===== src/rtl/zx81_reset_seq_if.sv =====
// zx81_reset_seq_if: bundles the sequencer's request inputs and reset/status outputs.
// master drives the request side (board top / bench), slave is the sequencer.
interface zx81_reset_seq_if #(
    parameter int unsigned N_OUT = 3
);
    logic             pll_locked;
    logic             btn;
    logic             soft_req;
    logic             wdt_kick;
    logic [N_OUT-1:0] rst_n;
    logic             ready;
    logic [2:0]       cause;

    modport master (
        output pll_locked, btn, soft_req, wdt_kick,
        input  rst_n, ready, cause
    );

    modport slave (
        input  pll_locked, btn, soft_req, wdt_kick,
        output rst_n, ready, cause
    );
endinterface


===== src/rtl/zx81_reset_seq.sv =====
// zx81_reset_seq: parametrised reset sequencer for the ZX81 board tops.
// Waits for a stable PLL lock, stretches reset, then releases N_OUT domains
// one after another (bit 0 first). Restarts on lock loss, a debounced button
// or a core soft-reset request and records the cause of the last reset.
// Optional watchdog restart is compiled in with `define ZX81_RESET_WDT_EN.
module zx81_reset_seq #(
    parameter int unsigned N_OUT       = 3,
    parameter int unsigned LOCK_CYCLES = 16,
    parameter int unsigned STRETCH     = 32,
    parameter int unsigned STAGGER     = 8,
    parameter int unsigned DEBOUNCE    = 1024,
    parameter int unsigned WDT_CYCLES  = 2**20
) (
    input  logic             clk_sys,
    input  logic             reset,
    zx81_reset_seq_if.slave  bus
);

    localparam int unsigned LOCK_W = $clog2(LOCK_CYCLES + 1);
    localparam int unsigned STR_W  = $clog2(STRETCH + 1);
    localparam int unsigned STG_W  = $clog2(STAGGER + 1);
    localparam int unsigned DB_W   = $clog2(DEBOUNCE + 1);

    localparam logic [2:0] CAUSE_PLL  = 3'd1;
    localparam logic [2:0] CAUSE_BTN  = 3'd2;
    localparam logic [2:0] CAUSE_SOFT = 3'd3;

    typedef enum logic [1:0] {
        ST_HOLD    = 2'd0,
        ST_STRETCH = 2'd1,
        ST_RELEASE = 2'd2,
        ST_RUN     = 2'd3
    } state_t;

    state_t             state, state_nxt;
    logic [LOCK_W-1:0]  lock_cnt, lock_cnt_nxt;
    logic [STR_W-1:0]   str_cnt, str_cnt_nxt;
    logic [STG_W-1:0]   stg_cnt, stg_cnt_nxt;
    logic [N_OUT-1:0]   rst_n_q, rst_n_nxt;
    logic               ready_q, ready_nxt;
    logic [2:0]         cause_q, cause_nxt;

    logic               lock_s1, lock_s;
    logic               btn_s1, btn_s;
    logic [DB_W-1:0]    db_cnt;
    logic               btn_db;
    logic               btn_ev_c;
    logic               wdt_ev_c;

    // Two-flop synchronisers for the asynchronous lock and button inputs.
    always_ff @(posedge clk_sys or posedge reset) begin
        if (reset) begin
            lock_s1 <= 1'b0;
            lock_s  <= 1'b0;
            btn_s1  <= 1'b0;
            btn_s   <= 1'b0;
        end else begin
            lock_s1 <= bus.pll_locked;
            lock_s  <= lock_s1;
            btn_s1  <= bus.btn;
            btn_s   <= btn_s1;
        end
    end

    // Rising edge of the debounced level, seen in the cycle the level is accepted.
    assign btn_ev_c = btn_s && !btn_db && (db_cnt == DB_W'(DEBOUNCE - 1));

    // Debounce: any return to the accepted level restarts the stability count.
    always_ff @(posedge clk_sys or posedge reset) begin
        if (reset) begin
            db_cnt <= '0;
            btn_db <= 1'b0;
        end else if (btn_s == btn_db) begin
            db_cnt <= '0;
        end else if (db_cnt == DB_W'(DEBOUNCE - 1)) begin
            db_cnt <= '0;
            btn_db <= btn_s;
        end else begin
            db_cnt <= db_cnt + DB_W'(1);
        end
    end

`ifdef ZX81_RESET_WDT_EN
    localparam int unsigned WDT_W      = $clog2(WDT_CYCLES + 1);
    localparam logic [2:0]  CAUSE_WDT  = 3'd4;

    logic [WDT_W-1:0] wdt_cnt;

    assign wdt_ev_c = (state == ST_RUN) && !bus.wdt_kick &&
                      (wdt_cnt == WDT_W'(WDT_CYCLES - 1));

    // Watchdog only counts while staying in RUN; any kick or restart clears it.
    always_ff @(posedge clk_sys or posedge reset) begin
        if (reset) begin
            wdt_cnt <= '0;
        end else if (state == ST_RUN && state_nxt == ST_RUN && !bus.wdt_kick) begin
            if (wdt_cnt != WDT_W'(WDT_CYCLES - 1)) begin
                wdt_cnt <= wdt_cnt + WDT_W'(1);
            end
        end else begin
            wdt_cnt <= '0;
        end
    end
`else
    logic unused_wdt;

    assign wdt_ev_c   = 1'b0;
    assign unused_wdt = &{1'b0, bus.wdt_kick, WDT_CYCLES[0]};
`endif

    // State, counters and registered outputs.
    always_ff @(posedge clk_sys or posedge reset) begin
        if (reset) begin
            state    <= ST_HOLD;
            lock_cnt <= '0;
            str_cnt  <= '0;
            stg_cnt  <= '0;
            rst_n_q  <= '0;
            ready_q  <= 1'b0;
            cause_q  <= 3'd0;
        end else begin
            state    <= state_nxt;
            lock_cnt <= lock_cnt_nxt;
            str_cnt  <= str_cnt_nxt;
            stg_cnt  <= stg_cnt_nxt;
            rst_n_q  <= rst_n_nxt;
            ready_q  <= ready_nxt;
            cause_q  <= cause_nxt;
        end
    end

    // Next-state, counter and output logic; restart events override the sequence.
    always_comb begin
        state_nxt    = state;
        lock_cnt_nxt = lock_cnt;
        str_cnt_nxt  = str_cnt;
        stg_cnt_nxt  = stg_cnt;
        rst_n_nxt    = rst_n_q;
        ready_nxt    = ready_q;
        cause_nxt    = cause_q;

        case (state)
            ST_HOLD: begin
                rst_n_nxt = '0;
                ready_nxt = 1'b0;
                if (!lock_s) begin
                    lock_cnt_nxt = '0;
                end else if (lock_cnt == LOCK_W'(LOCK_CYCLES - 1)) begin
                    lock_cnt_nxt = '0;
                    str_cnt_nxt  = '0;
                    state_nxt    = ST_STRETCH;
                end else begin
                    lock_cnt_nxt = lock_cnt + LOCK_W'(1);
                end
                if (btn_ev_c) begin
                    cause_nxt = CAUSE_BTN;
                end else if (bus.soft_req) begin
                    cause_nxt = CAUSE_SOFT;
                end
            end

            ST_STRETCH: begin
                if (str_cnt == STR_W'(STRETCH - 1)) begin
                    str_cnt_nxt = '0;
                    stg_cnt_nxt = '0;
                    rst_n_nxt   = N_OUT'(1);
                    if (&rst_n_nxt) begin
                        ready_nxt = 1'b1;
                        state_nxt = ST_RUN;
                    end else begin
                        state_nxt = ST_RELEASE;
                    end
                end else begin
                    str_cnt_nxt = str_cnt + STR_W'(1);
                end
            end

            ST_RELEASE: begin
                // Released bits form a contiguous run from bit 0; shift in the next one.
                if (stg_cnt == STG_W'(STAGGER - 1)) begin
                    stg_cnt_nxt = '0;
                    rst_n_nxt   = (rst_n_q << 1) | N_OUT'(1);
                    if (&rst_n_nxt) begin
                        ready_nxt = 1'b1;
                        state_nxt = ST_RUN;
                    end
                end else begin
                    stg_cnt_nxt = stg_cnt + STG_W'(1);
                end
            end

            ST_RUN: begin
                rst_n_nxt = '1;
                ready_nxt = 1'b1;
            end

            default: begin
                state_nxt = ST_HOLD;
            end
        endcase

        // Restart priority: lock loss > button > watchdog > soft request.
        if (state != ST_HOLD) begin
            if (!lock_s || btn_ev_c || wdt_ev_c || bus.soft_req) begin
                rst_n_nxt    = '0;
                ready_nxt    = 1'b0;
                lock_cnt_nxt = '0;
                str_cnt_nxt  = '0;
                stg_cnt_nxt  = '0;
            end
            if (!lock_s) begin
                state_nxt = ST_HOLD;
                cause_nxt = CAUSE_PLL;
            end else if (btn_ev_c) begin
                state_nxt = ST_HOLD;
                cause_nxt = CAUSE_BTN;
            end else if (wdt_ev_c) begin
                state_nxt = ST_STRETCH;
`ifdef ZX81_RESET_WDT_EN
                cause_nxt = CAUSE_WDT;
`endif
            end else if (bus.soft_req) begin
                state_nxt = ST_STRETCH;
                cause_nxt = CAUSE_SOFT;
            end
        end
    end

    assign bus.rst_n = rst_n_q;
    assign bus.ready = ready_q;
    assign bus.cause = cause_q;

endmodule


===== src/flat_wrapper.sv =====
// flat-port wrapper written by rule: the top's interface ports become plain ports
module zx81_reset_seq_flat 
#(
    parameter int unsigned N_OUT       = 3,
    parameter int unsigned LOCK_CYCLES = 16,
    parameter int unsigned STRETCH     = 32,
    parameter int unsigned STAGGER     = 8,
    parameter int unsigned DEBOUNCE    = 1024,
    parameter int unsigned WDT_CYCLES  = 2**20
)
  (clk_sys, reset, bus_pll_locked, bus_btn, bus_soft_req, bus_wdt_kick, bus_rst_n, bus_ready, bus_cause);
  zx81_reset_seq_if #(.N_OUT(N_OUT)) bus_i ();
  input  logic clk_sys;
  input  logic reset;
  input wire logic [$bits(bus_i.pll_locked)-1:0] bus_pll_locked;
  input wire logic [$bits(bus_i.btn)-1:0] bus_btn;
  input wire logic [$bits(bus_i.soft_req)-1:0] bus_soft_req;
  input wire logic [$bits(bus_i.wdt_kick)-1:0] bus_wdt_kick;
  output wire logic [$bits(bus_i.rst_n)-1:0] bus_rst_n;
  output wire logic [$bits(bus_i.ready)-1:0] bus_ready;
  output wire logic [$bits(bus_i.cause)-1:0] bus_cause;
  assign bus_i.pll_locked = bus_pll_locked;
  assign bus_i.btn = bus_btn;
  assign bus_i.soft_req = bus_soft_req;
  assign bus_i.wdt_kick = bus_wdt_kick;
  assign bus_rst_n = bus_i.rst_n;
  assign bus_ready = bus_i.ready;
  assign bus_cause = bus_i.cause;
  zx81_reset_seq #(.N_OUT(N_OUT), .LOCK_CYCLES(LOCK_CYCLES), .STRETCH(STRETCH), .STAGGER(STAGGER), .DEBOUNCE(DEBOUNCE), .WDT_CYCLES(WDT_CYCLES)) u_core (.clk_sys(clk_sys), .reset(reset), .bus(bus_i));
endmodule

===== config.mk =====
export PLATFORM = sky130hd
export DESIGN_NAME = zx81_reset_seq_flat
export DESIGN_NICKNAME = d
export VERILOG_FILES = /design/src/rtl/zx81_reset_seq_if.sv /design/src/rtl/zx81_reset_seq.sv /design/src/flat_wrapper.sv
export SDC_FILE = /design/constraint.sdc
export NUM_CORES = 1
export LEC_CHECK = 0
export ABC_AREA = 0
export CAP_MARGIN = 0
export CORE_MARGIN = 2
export CORE_UTILIZATION = 30
export CTS_BUF_LIST = sky130_fd_sc_hd__clkbuf_4 sky130_fd_sc_hd__clkbuf_8 sky130_fd_sc_hd__clkbuf_16
export CTS_CLUSTER_DIAMETER = 30
export CTS_CLUSTER_SIZE = 16
export DETAILED_ROUTE_END_ITERATION = 7
export PLACE_DENSITY = 0.49
export SYNTH_ARGS = -nofsm -noshare
export SYNTH_HDL_FRONTEND = slang
export SYNTH_SLANG_ARGS = --single-unit

===== constraint.sdc =====
create_clock -name clk_sys -period 2.1 [get_ports clk_sys]
set_input_delay 0.315 -clock clk_sys [delete_from_list [all_inputs] [get_ports clk_sys]]
set_output_delay 0.315 -clock clk_sys [all_outputs]
set_load 0.1 [all_outputs]

==> flow_metrics.tcl <==
set metrics [dict create \
    dr.pass1.iters 4 \
    leakage_nw 1.056 \
    clk_latency_ns 0.29 \
    worstSetupEndpointType "flop" \
    gp_congestion 0.7826 \
    drtIter0Drc 37 \
    slew_violations 0 \
    tns_ns 0 \
    route.met3.wl_um 137 \
    wl_met1_um 2112 \
    cts.clk_slew.worst_paths_ns 0.07 \
    critPathCapture "u_core.str_cnt[2]$_DFF_PP0_" \
    cts_tree "built" \
    synth_area_um2 2086 \
    clockBufferDepth 2 \
    final-hold-violation-count 0 \
    postSynthCellCount 210 \
    cts.sinks 40 \
    synth.area.top_cells "dfrtp_1, ha_1, nor2_1" \
    viasPerCell 5.035 \
    maxCapViolCount 0 \
    p_total_mw 2.113 \
    wl_met2_um 1781 \
    synth_enable_flop_cells 0 \
    r2r-start "u_core.db_cnt[0]$_DFF_PP0_" \
    synth_nets 226 \
    antenna_found_initial 0 \
    hp-class "reg -> reg" \
    final.min_clock_period_ns 1.825 \
    final.setup_skew_ns 0.004882 \
    track_usage_pct 11.79 \
    postRouteAntennaNets 0 \
    placementRows 30 \
    yosysSeqAreaShare_pct 47.99 \
    pin_count 13 \
    r2r_slack_ns 0.28 \
    core_um2 6756 \
    rsz0062_at_grt "false" \
    cts-resized-gates 0 \
    drc 0 \
    grt_max_degree 41 \
    setup_violations 0 \
    peakVddDrop_v 0.0003444 \
    grt_pass1_wl_um 6913 \
    top_layer_used "met4" \
    synth_seq_cells 40 \
    vias 1561 \
    yosys_warnings 0 \
    areaGrowthSynthToFinish_pct 16.26 \
    grt_overflow 0 \
    h-tree-depth 2 \
    cts_setup_buffers 0 \
    fillers 707 \
    synth.avg_cell_area_um2 9.932 \
    yosysTopAreaCell "dfrtp_1" \
    postCtsHoldBufs 0 \
    worstPathArrival_ns 2.00 \
    initial_core_util_pct 30.87 \
    max_freq_ghz 0.5481 \
    final_util_pct 35.89 \
    status "completed" \
    fp.dieW_um 87.38 \
    drive_gt1_share_pct 13.48 \
    cp-startpoint "u_core.db_cnt[0]$_DFF_PP0_" \
    worstSetupPathType "reg -> reg" \
    crit_fanout 11 \
    cellPowerDensity_nw_per_um2 871.4 \
    diodes 0 \
    cts_inserted_buffers 5 \
    yosysMostFrequentCell "dfrtp_1" \
    min_period_over_period_pct 86.89 \
    fin_nets 246 \
    reg2reg_depth 6 \
    fp.dieArea_um2 7635 \
    dp_hpwl_um 2802 \
    die_height_um 87.38 \
    synth.top_cell.area_share_pct 47.99 \
    cts-root-buf "clkbuf_8" \
    async_reset_ff_share_pct 100.0 \
    portBuffers 11 \
    tightest_slew_ns 0.5205 \
    start_kind "flop" \
    required_ns 2.27 \
    yosysUniqueCellTypes 50 \
    synthTopCellsByCount "dfrtp_1, nor2_1, nand2_1" \
    slew_headroom_pct 65.30 \
    grt_pass1_vias 1455 \
    wl_per_cell_um 13.26 \
    wl_um 4110 \
    synth_ff_type "dfrtp_1" \
    rr_endpoint "u_core.str_cnt[2]$_DFF_PP0_" \
]
-- layout by cell type (no fill, tap or decap), types with 4 or more instances in the layout --
cell type | Yosys | layout
dfrtp_1 | 40 | 40
nor2_1 | 25 | 25
buf_4 | 1 | 16
nand2_1 | 12 | 12
a21oi_1 | 11 | 11
nand3_1 | 10 | 10
ha_1 | 10 | 10
inv_1 | 9 | 9
a31oi_1 | 9 | 9
nor3_1 | 7 | 7
clkbuf_8 | 0 | 7
xnor2_1 | 6 | 6
o21ai_0 | 6 | 6
a22oi_1 | 4 | 4
clkdlybuf4s50_1 | 0 | 4
-- power by group --
group	internal (mW)	leakage (nW)	switching [mW]
Combinational	0.253	0.475	0.368
Clock	0.292	0.0503	0.254
Sequential	0.849	0.531	0.0973
Total	1.39	1.06	0.719
-- through the flow --
stage	instance area (um2)	hold WS, ns	std cells	setup slack [ns]
floorplan	2086	0.3312	210	0.3921
global placement	2328	0.3340	303	0.2733
detailed placement	2328	0.3405	303	0.2632
CTS	2425	0.3582	310	0.2461
global route	2425	0.3720	310	0.08325
finish	2425	0.3541	310	0.2754
-- layout make-up --
type / instances / area, um2 / area share (%)
clock buffers: 7 / 96.34 / 3.973
inverters: 9 / 33.78 / 1.393
multi-input cells: 153 / 1013 / 41.80
flip-flops and latches: 40 / 1001 / 41.28
well taps: 80 / 100.1 / 4.128
repair buffers: 21 / 180.2 / 7.430
-- worst min-delay path by stage --
stage	from	to	slack (ns)	cells past startpoint
2_1_floorplan	u_core.btn_s1$_DFF_PP0_	u_core.btn_s$_DFF_PP0_	0.33	0
3_3_place_gp	u_core.btn_s1$_DFF_PP0_	u_core.btn_s$_DFF_PP0_	0.33	0
3_5_place_dp	u_core.btn_s1$_DFF_PP0_	u_core.btn_s$_DFF_PP0_	0.34	0
4_1_cts	u_core.btn_s1$_DFF_PP0_	u_core.btn_s$_DFF_PP0_	0.36	0
5_1_grt	u_core.btn_s1$_DFF_PP0_	u_core.btn_s$_DFF_PP0_	0.37	0
6_report	u_core.btn_s1$_DFF_PP0_	u_core.btn_s$_DFF_PP0_	0.35	0
-- per-layer routing --
metal	up-vias	track usage, %
li1	801	-
met1	731	16.24
met2	22	17.36
met3	7	2.844
met4	0	5.455
met5	-	0
-- flip-flops by register name, summed over array words and instances (netlist names) --
register	flops
u_core.db_cnt	11
u_core.str_cnt	6
u_core.lock_cnt	5
u_core.stg_cnt	4
u_core.bus.cause	3
u_core.bus.rst_n	3
u_core.state	2
u_core.btn_db	1
u_core.btn_s	1
u_core.btn_s1	1
u_core.bus.ready	1
u_core.lock_s	1
u_core.lock_s1	1
-- worst max-delay path, stage by stage, from the launching register on --
cell	delay (ns)
dfrtp_1	0.39
ha_1	0.23
nand4_2	0.21
o311ai_2	0.45
and2_1	0.24
buf_12	0.14
nor4_1	0.05
-- kinds of logic (layout without fill, tap and decap cells) --
kind of cell	count (synthesis)	count (layout)	synth area share [%]
simple gates	81	81	20.52
xor+xnor	8	8	3.359
fa+ha+maj	10	10	5.999
buf+inv	17	37	3.419
mux	4	4	2.099
flops	40	40	47.99
compound gates	50	50	16.62
No activity file was read; power rests on OpenSTA's default activity.
